**src/rtl/po2_mac.sv**
```systemverilog
// po2_mac: power-of-two weighted dot product, one lane per cycle.
// Each lane input (Q(I).(W-I)) is widened to Q(2I).(2W-2I), optionally
// negated, arithmetically shifted right by its log2 weight, and summed
// into a non-wrapping accumulator. The sum is clamped to 2W bits.
module po2_mac #(
    parameter int W  = 16,
    parameter int I  = 4,
    parameter int N  = 4,
    parameter int SW = 6
) (
    input  logic              clk,
    input  logic              rst,
    input  logic              in_v,
    output logic              in_ready,
    input  logic [N*W-1:0]    inp,
    input  logic [N-1:0]      negative_weight,
    input  logic [N-1:0]      zero_weight,
    input  logic [N*SW-1:0]   log_2_weight,
    input  logic              out_ready,
    output logic [2*W-1:0]    result,
    output logic              result_v,
    output logic              result_sat
);

    localparam int TW  = 2 * W;
    localparam int AW  = TW + $clog2(N) + 1;
    localparam int LIW = $clog2(N + 1);

    typedef enum logic [1:0] {IDLE, ACCUM, SAT, DONE} state_t;

    state_t                 state_q, state_d;

    logic [N*W-1:0]         inp_q;
    logic [N-1:0]           neg_q;
    logic [N-1:0]           zero_q;
    logic [N*SW-1:0]        sh_q;

    logic [LIW-1:0]         idx_q;
    logic signed [TW-1:0]   term_q;
    logic signed [TW-1:0]   term_d;
    logic signed [AW-1:0]   acc_q;
    logic [TW-1:0]          result_q;
    logic                   result_v_q;
    logic                   sat_q;
    logic [TW:0]            sat_res;

    // Widen, optionally negate at full 2W width (so -2^(I-1) negates
    // exactly), shift with sign fill, then force to zero if flagged.
    function automatic logic signed [TW-1:0] lane_term(
        input logic [W-1:0]  x,
        input logic          neg,
        input logic          zero,
        input logic [SW-1:0] sh
    );
        logic signed [TW-1:0] wide;
        logic signed [TW-1:0] t;
        wide = {{I{x[W-1]}}, x, {(W-I){1'b0}}};
        if (neg) begin
            wide = -wide;
        end
        if (int'(sh) >= TW) begin
            t = {TW{wide[TW-1]}};
        end else begin
            t = wide >>> sh;
        end
        if (zero) begin
            t = '0;
        end
        return t;
    endfunction

    // Clamp the wide accumulator to the 2W result range; returns {clipped, value}.
    function automatic logic [TW:0] saturate(input logic signed [AW-1:0] a);
        logic [TW:0] r;
        if (a[AW-1:TW-1] == {(AW-TW+1){a[AW-1]}}) begin
            r = {1'b0, a[TW-1:0]};
        end else if (a[AW-1]) begin
            r = {1'b1, 1'b1, {(TW-1){1'b0}}};
        end else begin
            r = {1'b1, 1'b0, {(TW-1){1'b1}}};
        end
        return r;
    endfunction

    // FSM state register.
    always_ff @(posedge clk) begin
        if (rst) begin
            state_q <= IDLE;
        end else begin
            state_q <= state_d;
        end
    end

    // FSM next-state logic; ACCUM keeps one extra cycle to fold in the
    // term of the last lane, which sits in the term pipeline register.
    always_comb begin
        state_d = state_q;
        case (state_q)
            IDLE:    if (in_v) state_d = ACCUM;
            ACCUM:   if (idx_q == LIW'(N)) state_d = SAT;
            SAT:     state_d = DONE;
            DONE:    if (out_ready) state_d = IDLE;
            default: state_d = IDLE;
        endcase
    end

    // FSM outputs.
    always_comb begin
        in_ready = (state_q == IDLE);
    end

    // Select the current lane and form its term.
    always_comb begin
        term_d = '0;
        for (int k = 0; k < N; k++) begin
            if (int'(idx_q) == k) begin
                term_d = lane_term(inp_q[k*W +: W], neg_q[k], zero_q[k], sh_q[k*SW +: SW]);
            end
        end
    end

    always_comb begin
        sat_res = saturate(acc_q);
    end

    // Capture the operand bundle on accept; held untouched until the next accept.
    always_ff @(posedge clk) begin
        if (!rst && state_q == IDLE && in_v) begin
            inp_q  <= inp;
            neg_q  <= negative_weight;
            zero_q <= zero_weight;
            sh_q   <= log_2_weight;
        end
    end

    // Accumulation, saturation and result handshake.
    always_ff @(posedge clk) begin
        if (rst) begin
            idx_q      <= '0;
            term_q     <= '0;
            acc_q      <= '0;
            result_q   <= '0;
            result_v_q <= 1'b0;
            sat_q      <= 1'b0;
        end else begin
            case (state_q)
                IDLE: begin
                    if (in_v) begin
                        idx_q  <= '0;
                        term_q <= '0;
                        acc_q  <= '0;
                    end
                end
                ACCUM: begin
                    acc_q  <= acc_q + {{(AW-TW){term_q[TW-1]}}, term_q};
                    term_q <= term_d;
                    if (idx_q != LIW'(N)) begin
                        idx_q <= idx_q + LIW'(1);
                    end
                end
                SAT: begin
                    result_q   <= sat_res[TW-1:0];
                    sat_q      <= sat_res[TW];
                    result_v_q <= 1'b1;
                end
                DONE: begin
                    if (out_ready) begin
                        result_v_q <= 1'b0;
                    end
                end
                default: ;
            endcase
        end
    end

    assign result     = result_q;
    assign result_v   = result_v_q;
    assign result_sat = sat_q;

endmodule
```
**config.mk**
```make
export PLATFORM = sky130hd
export DESIGN_NAME = po2_mac
export DESIGN_NICKNAME = d
export VERILOG_FILES = /design/src/rtl/po2_mac.sv
export SDC_FILE = /design/constraint.sdc
export NUM_CORES = 1
export LEC_CHECK = 0
export CAP_MARGIN = 5
export CORE_MARGIN = 2
export CORE_UTILIZATION = 65
export CTS_BUF_LIST = sky130_fd_sc_hd__clkbuf_8
export DETAILED_ROUTE_END_ITERATION = 12
export GPL_TIMING_DRIVEN = 0
export MAX_ROUTING_LAYER = met4
export PLACE_DENSITY = 0.87
export SKIP_CTS_REPAIR_TIMING = 1
export SLEW_MARGIN = 0
export SYNTH_ARGS = -nofsm -noshare
export SYNTH_HDL_FRONTEND = slang
export SYNTH_SLANG_ARGS = --single-unit
```
**constraint.sdc**
```tcl
create_clock -name clk -period 6.35 [get_ports clk]
set_clock_uncertainty 0.15 [all_clocks]
set_input_delay 0.635 -clock clk [delete_from_list [all_inputs] [get_ports clk]]
set_output_delay 0.635 -clock clk [all_outputs]
set_load 0.01 [all_outputs]
```
## Yosys cells after proc, flatten, opt, wreduce, memory -nomap -nowiden

Index checks and enable logic that the tools add are counted.

| word-level totals | value |
|---|---|
| register bits after elaboration | 202 |
| bits in latches | 0 |
| bits in writable memories | 0 |
| ROM bits | 0 |
| input bits | 100 |
| output and inout bits | 35 |
| logic and storage cells | 84 |
| memories | 0 |

| cells by class | value |
|---|---|
| $add $sub $neg | 6 |
| $mul | 0 |
| div/mod/pow operators | 0 |
| magnitude comparators | 4 |
| equality and inequality tests | 13 |
| shift-type cells | 4 |
| multiplexer cells | 35 |
| bitwise logic cells | 0 |
| reductions and logical operators | 11 |

Operator list:

| kind | count |
|---|---|
| $mux 32 | 22 |
| $neg 28->32 | 4 |
| $sshr 32x6->32 | 4 |
| $pmux 35 s2 | 1 |
| $pmux 32 s2 | 1 |
| $add 35x35->35 | 1 |
| $mux 35 | 1 |
| $mux 33 | 1 |
| $ge 6x6->1 const B | 4 |
| $eq 3x3->1 const B | 3 |
| $ne 2x2->1 const B | 4 |
| $pmux 2 s4 | 1 |
| $mux 2 | 3 |
| $mux 3 | 2 |
| $pmux 3 s2 | 1 |
| $reduce_and 3->1 | 2 |
| $eq 2x2->1 const B | 2 |
| $reduce_and 2->1 | 2 |
| $reduce_bool 2->1 | 2 |
| $add 3x1->3 const B | 1 |
| $eq 3x2->1 const B | 1 |
| $eq 3x3->1 | 1 |
| $logic_not 3->1 | 1 |
| $ne 3x3->1 const B | 1 |
| 6 further kinds | 7 |

## Logic depth before layout (Yosys ltp)

| depth | value |
|---|---|
| depth in word-level cells | 11 |
| depth in mapped cells | 13 |
| gate-level depth less buffers | 11 |

## Worst setup path before layout

Ideal clock, no wire load.

| timing | value |
|---|---|
| path type | input to register |
| start | input rst |
| end | register inp_q[0], enable pin |
| library setup time | 0.466 ns |
| arrival time | 3.004 ns |
| required time | 5.734 ns |
| slack | 2.730 ns |
| stages on the path | 2 |
| path buffers | 0 |
| cell sequence | inv_1 and3_1 |

| between the ends | value |
|---|---|
| cells in the longest elaborated chain, start to end | 3 |

Ends and longest elaborated chain:

| element | RTL line | source |
|---|---|---|
| start, declared | 12 | `input logic rst,` |
| $logic_not 1->1 | 128 | `if (!rst && state_q == IDLE && in_v) begin` |
| $logic_and 1x1->1 (2 in series) | 128 |  |
| end signal, assigned | 129 | `inp_q <= inp;` |
| end, declared | 33 | `logic [N*W-1:0] inp_q;` |

Every way passes these cells.
A chain may end at the register's enable or synchronous reset.

## Worst setup path after layout

| timing | value |
|---|---|
| start | register inp_q[0] |
| end | register term_q[17] |

| between the ends | value |
|---|---|
| cells in the longest elaborated chain, start to end | 11 |

Ends and longest elaborated chain:

| element | RTL line | source |
|---|---|---|
| $neg 28->32 | 59 | `wide = -wide;` |
| $mux 32 (*) | 58 | `if (neg) begin` |
| $mux 32 (*) | 116 | `if (int'(idx_q) == k) begin` |
| $sshr 32x6->32 | 64 | `t = wide >>> sh;` |
| $mux 32 (*) | 61 | `if (int'(sh) >= TW) begin` |
| $mux 32 (*) | 66 | `if (zero) begin` |
| $mux 32 (*) (4 in series) | 116 |  |
| $pmux 32 s2 (*) | 146 | `case (state_q)` |
| end signal, assigned | 156 | `term_q <= term_d;` |
| end, declared | 39 | `logic signed [TW-1:0] term_q;` |

Every way passes the cells marked *; elsewhere a longest branch is shown, timed or not. The select of a mux whose other input is x is not followed.

==> results.md <==
- Worst rel slew slack: between 20 and 30%
- Crit. End Element: register
- Post-synthesis compound-gate area fraction: between 30% and 40%
- Die area: about 30000 um2
- Achievable Freq: 218 MHz
- Net Switching: 2770 uW
- Worst R2R Path Depth: 11
- Clock Latency Late Sink: 620 ps
- Via density: around 7.4
- Family with the most delay on the worst path: simple AND/OR/NAND/NOR gates
- Final hold vios: 0
- Largest family of logic cells by synthesized area: compound AO/OA/AOI/OAI gates
- Crit-path cells: clkbuf_1 -> inv_1 -> ha_1 -> nor4b_2 -> clkbuf_1 -> a41oi_1 -> mux2i_1 -> o211ai_1 -> o221a_1 -> or4b_1 -> a22o_1
- Asr flop ratio synth: 0%
- Antenna Violating Nets Remaining: 0
- Drt initial violations: 4029
- Most common cell after layout, fill and taps aside: nand2_1
- Crit-path max cell delay: between 700 and 800 ps
- Power Density: 284 nW/um2
- Layout net count: 2678
- Internal power: 3300 uW
- Initial Util: between 60% and 70%
- Synth Area in XOR/XNOR: 3.84%
- TritonCTS clock tree: done
- I/O Buffers: 134
- Synth Area in Simple Gates: between 20% and 30%
- Worst Path Required: 6700 ps
- Area of the core: 28500 um2
- Max-Cap Viols: 0
- Gate Count Post-Synth: approximately 2400
- Status: finished, final reports clean
- Lkg Pwr: about 0.0075 uW
- Gate power share: approximately half
- FP Rows: 62
- RSZ-0062 raised after global routing: no
- Type of the tightest min-delay check: reg2reg
- CP max-delay cell: or4b_1
- Post-synth top area share: 15.4%
- Synth area leader: edfxtp_1
- Synth Net Count: 2503
- Clock network power share: 23.3%
- Main synth FF type: dfxtp_1
- Period utilization: 72.2%
- CP startpoint kind: register
- All-Layer GR Usage: 46.6%
- Synth top area cells: edfxtp_1 15%, dfxtp_1 11%, a21oi_1 4.9%
- Most used cell, CP: clkbuf_1
- Die span in y: 174 um
- WHS Path Cells: 2
- DRC: 0
- Vias in the first global route: about 20000
- Final Max Tran Viols: 0
- Pin count of the biggest net entering global routing: 73
- H-tree levels: 2
- Wire length on met1: 26.1 mm
- Multiplexer share of the synthesized area: under 10%
- Final core utilization: 75.0%
- Initial antenna violation count: 1
- Mapped Area: roughly 19000 um2
- Share of layout cells above drive strength 1: 6.61%
- Post-Route WL: 70.6 mm
- #FFs+latches synth: 202
- Routed wl met3: 9.28 mm
- Synth Area in Adders: 3.25%
- Crit Path Category: reg2reg
- Commonest non-fill, non-tap cells in the layout: 205 x nand2_1, 193 x nor2_1, 182 x a21oi_1
- Total power draw: 6070 uW
- Sequential share of the synthesized area: 26.8%
- TritonRoute pass-1 iters: 7
- Seq pwr share: 27.9%
- Synth warn: 0
- Worst Path Max Fanout: 10
- Syn avg cell area: 7.93 um2
- Top layer in use: met4
- Root Driver: clkbuf_8
- EDFF count, synth: 96
- Maximum root-to-sink buffer count: 3
- Number of library cell types mapped by synthesis: 98
- Clk slew on worst S/H paths: 70 ps
- DR vias: 21700
- Clock Sinks: 202
- Total CTS buffers: 37
- Grt total ovfl: 0
- DPL Wire Length: 52.4 mm
- Critical path depth: 11
- DR WL met2: 30.7 mm
- Die width: 174 um
- Final Critical Period: 4580 ps
- First-pass GRT wire length: 110 mm
- Crit path DAT: 4940 ps
- Slew @ Worst Pin: 1040 ps
- CP bufs+invs: 3
- Ports: 135
- Layout area overhead: 14.4%
- Drt wl/cell: 24.0 um
- Setup_tns: 0 ps
- Switch share: between 40% and 50%
- GP Congestion: between 1 and 1.5
- Final setup fails: 0
- Peak supply drop: around 220 uV
-- metrics by stage --
stage                     hold slack, ps  instances  setup WS [ps]  instance area (um2)
final                                318       2943           1770                21400
after global routing                 341       2943           1580                21400
after CTS                            320       2942           2030                21400
after detailed placement             309       2875           2060                20500
after global placement               300       2873           1160                20500
after floorplan                      282       2355           2730                18700
-- worst paths after layout --
kind	start	end	slack (ps)
worst min-delay path	result[19]$_SDFFE_PP0P_	result[19]$_SDFFE_PP0P_	320
worst min register to register	result[19]$_SDFFE_PP0P_	result[19]$_SDFFE_PP0P_	320
worst max-delay path	inp_q[0]$_DFFE_PP_	term_q[17]$_SDFFE_PP0P_	1770
worst max register to register	inp_q[0]$_DFFE_PP_	term_q[17]$_SDFFE_PP0P_	1770
-- sequential cells by signal (all words and copies together), names as in the netlist --
signal      cells
zero_q          4
result_v        1
acc_q          35
inp_q          64
result_sat      1
term_q         32
sh_q           24
state_q         2
result         32
idx_q           3
neg_q           4
-- kinds of logic after synthesis --
group,after synthesis
AOI/OAI and AO/OA,894
and+or+nand+nor,774
buffers and inverters,245
DFF,202
muxes,110
xor gates and xnor gates,82
adders and majority gates,48
-- power by group through the flow --
stage,clock network (uW),registers [uW],logic [uW]
CTS,1420,1680,2810
finish,1420,1690,2960
detailed placement,0,1700,2780
global placement,0,1710,2710
floorplan,0,1660,1910
global route,1470,1700,3110
-- cell type report --
class                      instances  area, um2
antenna                            1       2.50
buffer                           191        737
clock buffer                      42        578
clock inverter                    25        238
fill                            2096       7110
inverter                          54        203
multi-input combinational       1908      12700
sequential                       202       5000
tap                              384        480
timing repair buffer             136       1380
-- cell usage after synthesis (all sizes together), types with 34 or more instances --
cell,number
a211oi,41
a21oi,185
a31oi,43
buf,34
clkbuf,157
dfxtp,106
edfxtp,96
ha,47
inv,45
mux2,35
mux2i,62
nand2,206
nand2b,57
nand3,50
nor2,193
nor2b,38
nor3,48
o211ai,66
o21ai,175
o31ai,40
xnor2,44
xor2,38
-- worst reg2reg max path, delay by kind of cell (launching register included) --
| family | cells | cell delay, ps |
|---|---|---|
| and+or+nand+nor | 2 | 1330 |
| AOI/OAI and AO/OA | 4 | 1260 |
| buffers and inverters | 3 | 720 |
| muxes | 1 | 440 |
| DFF | 1 | 380 |
| adders and majority gates | 1 | 230 |
-- routing by layer --
layer	GRT usage [%]	vias up
li1	-	9459
met1	59.0	9920
met2	70.9	1914
met3	9.30	413
met4	24.0	0
met5	-	-
(Power assumes the default switching activity.)
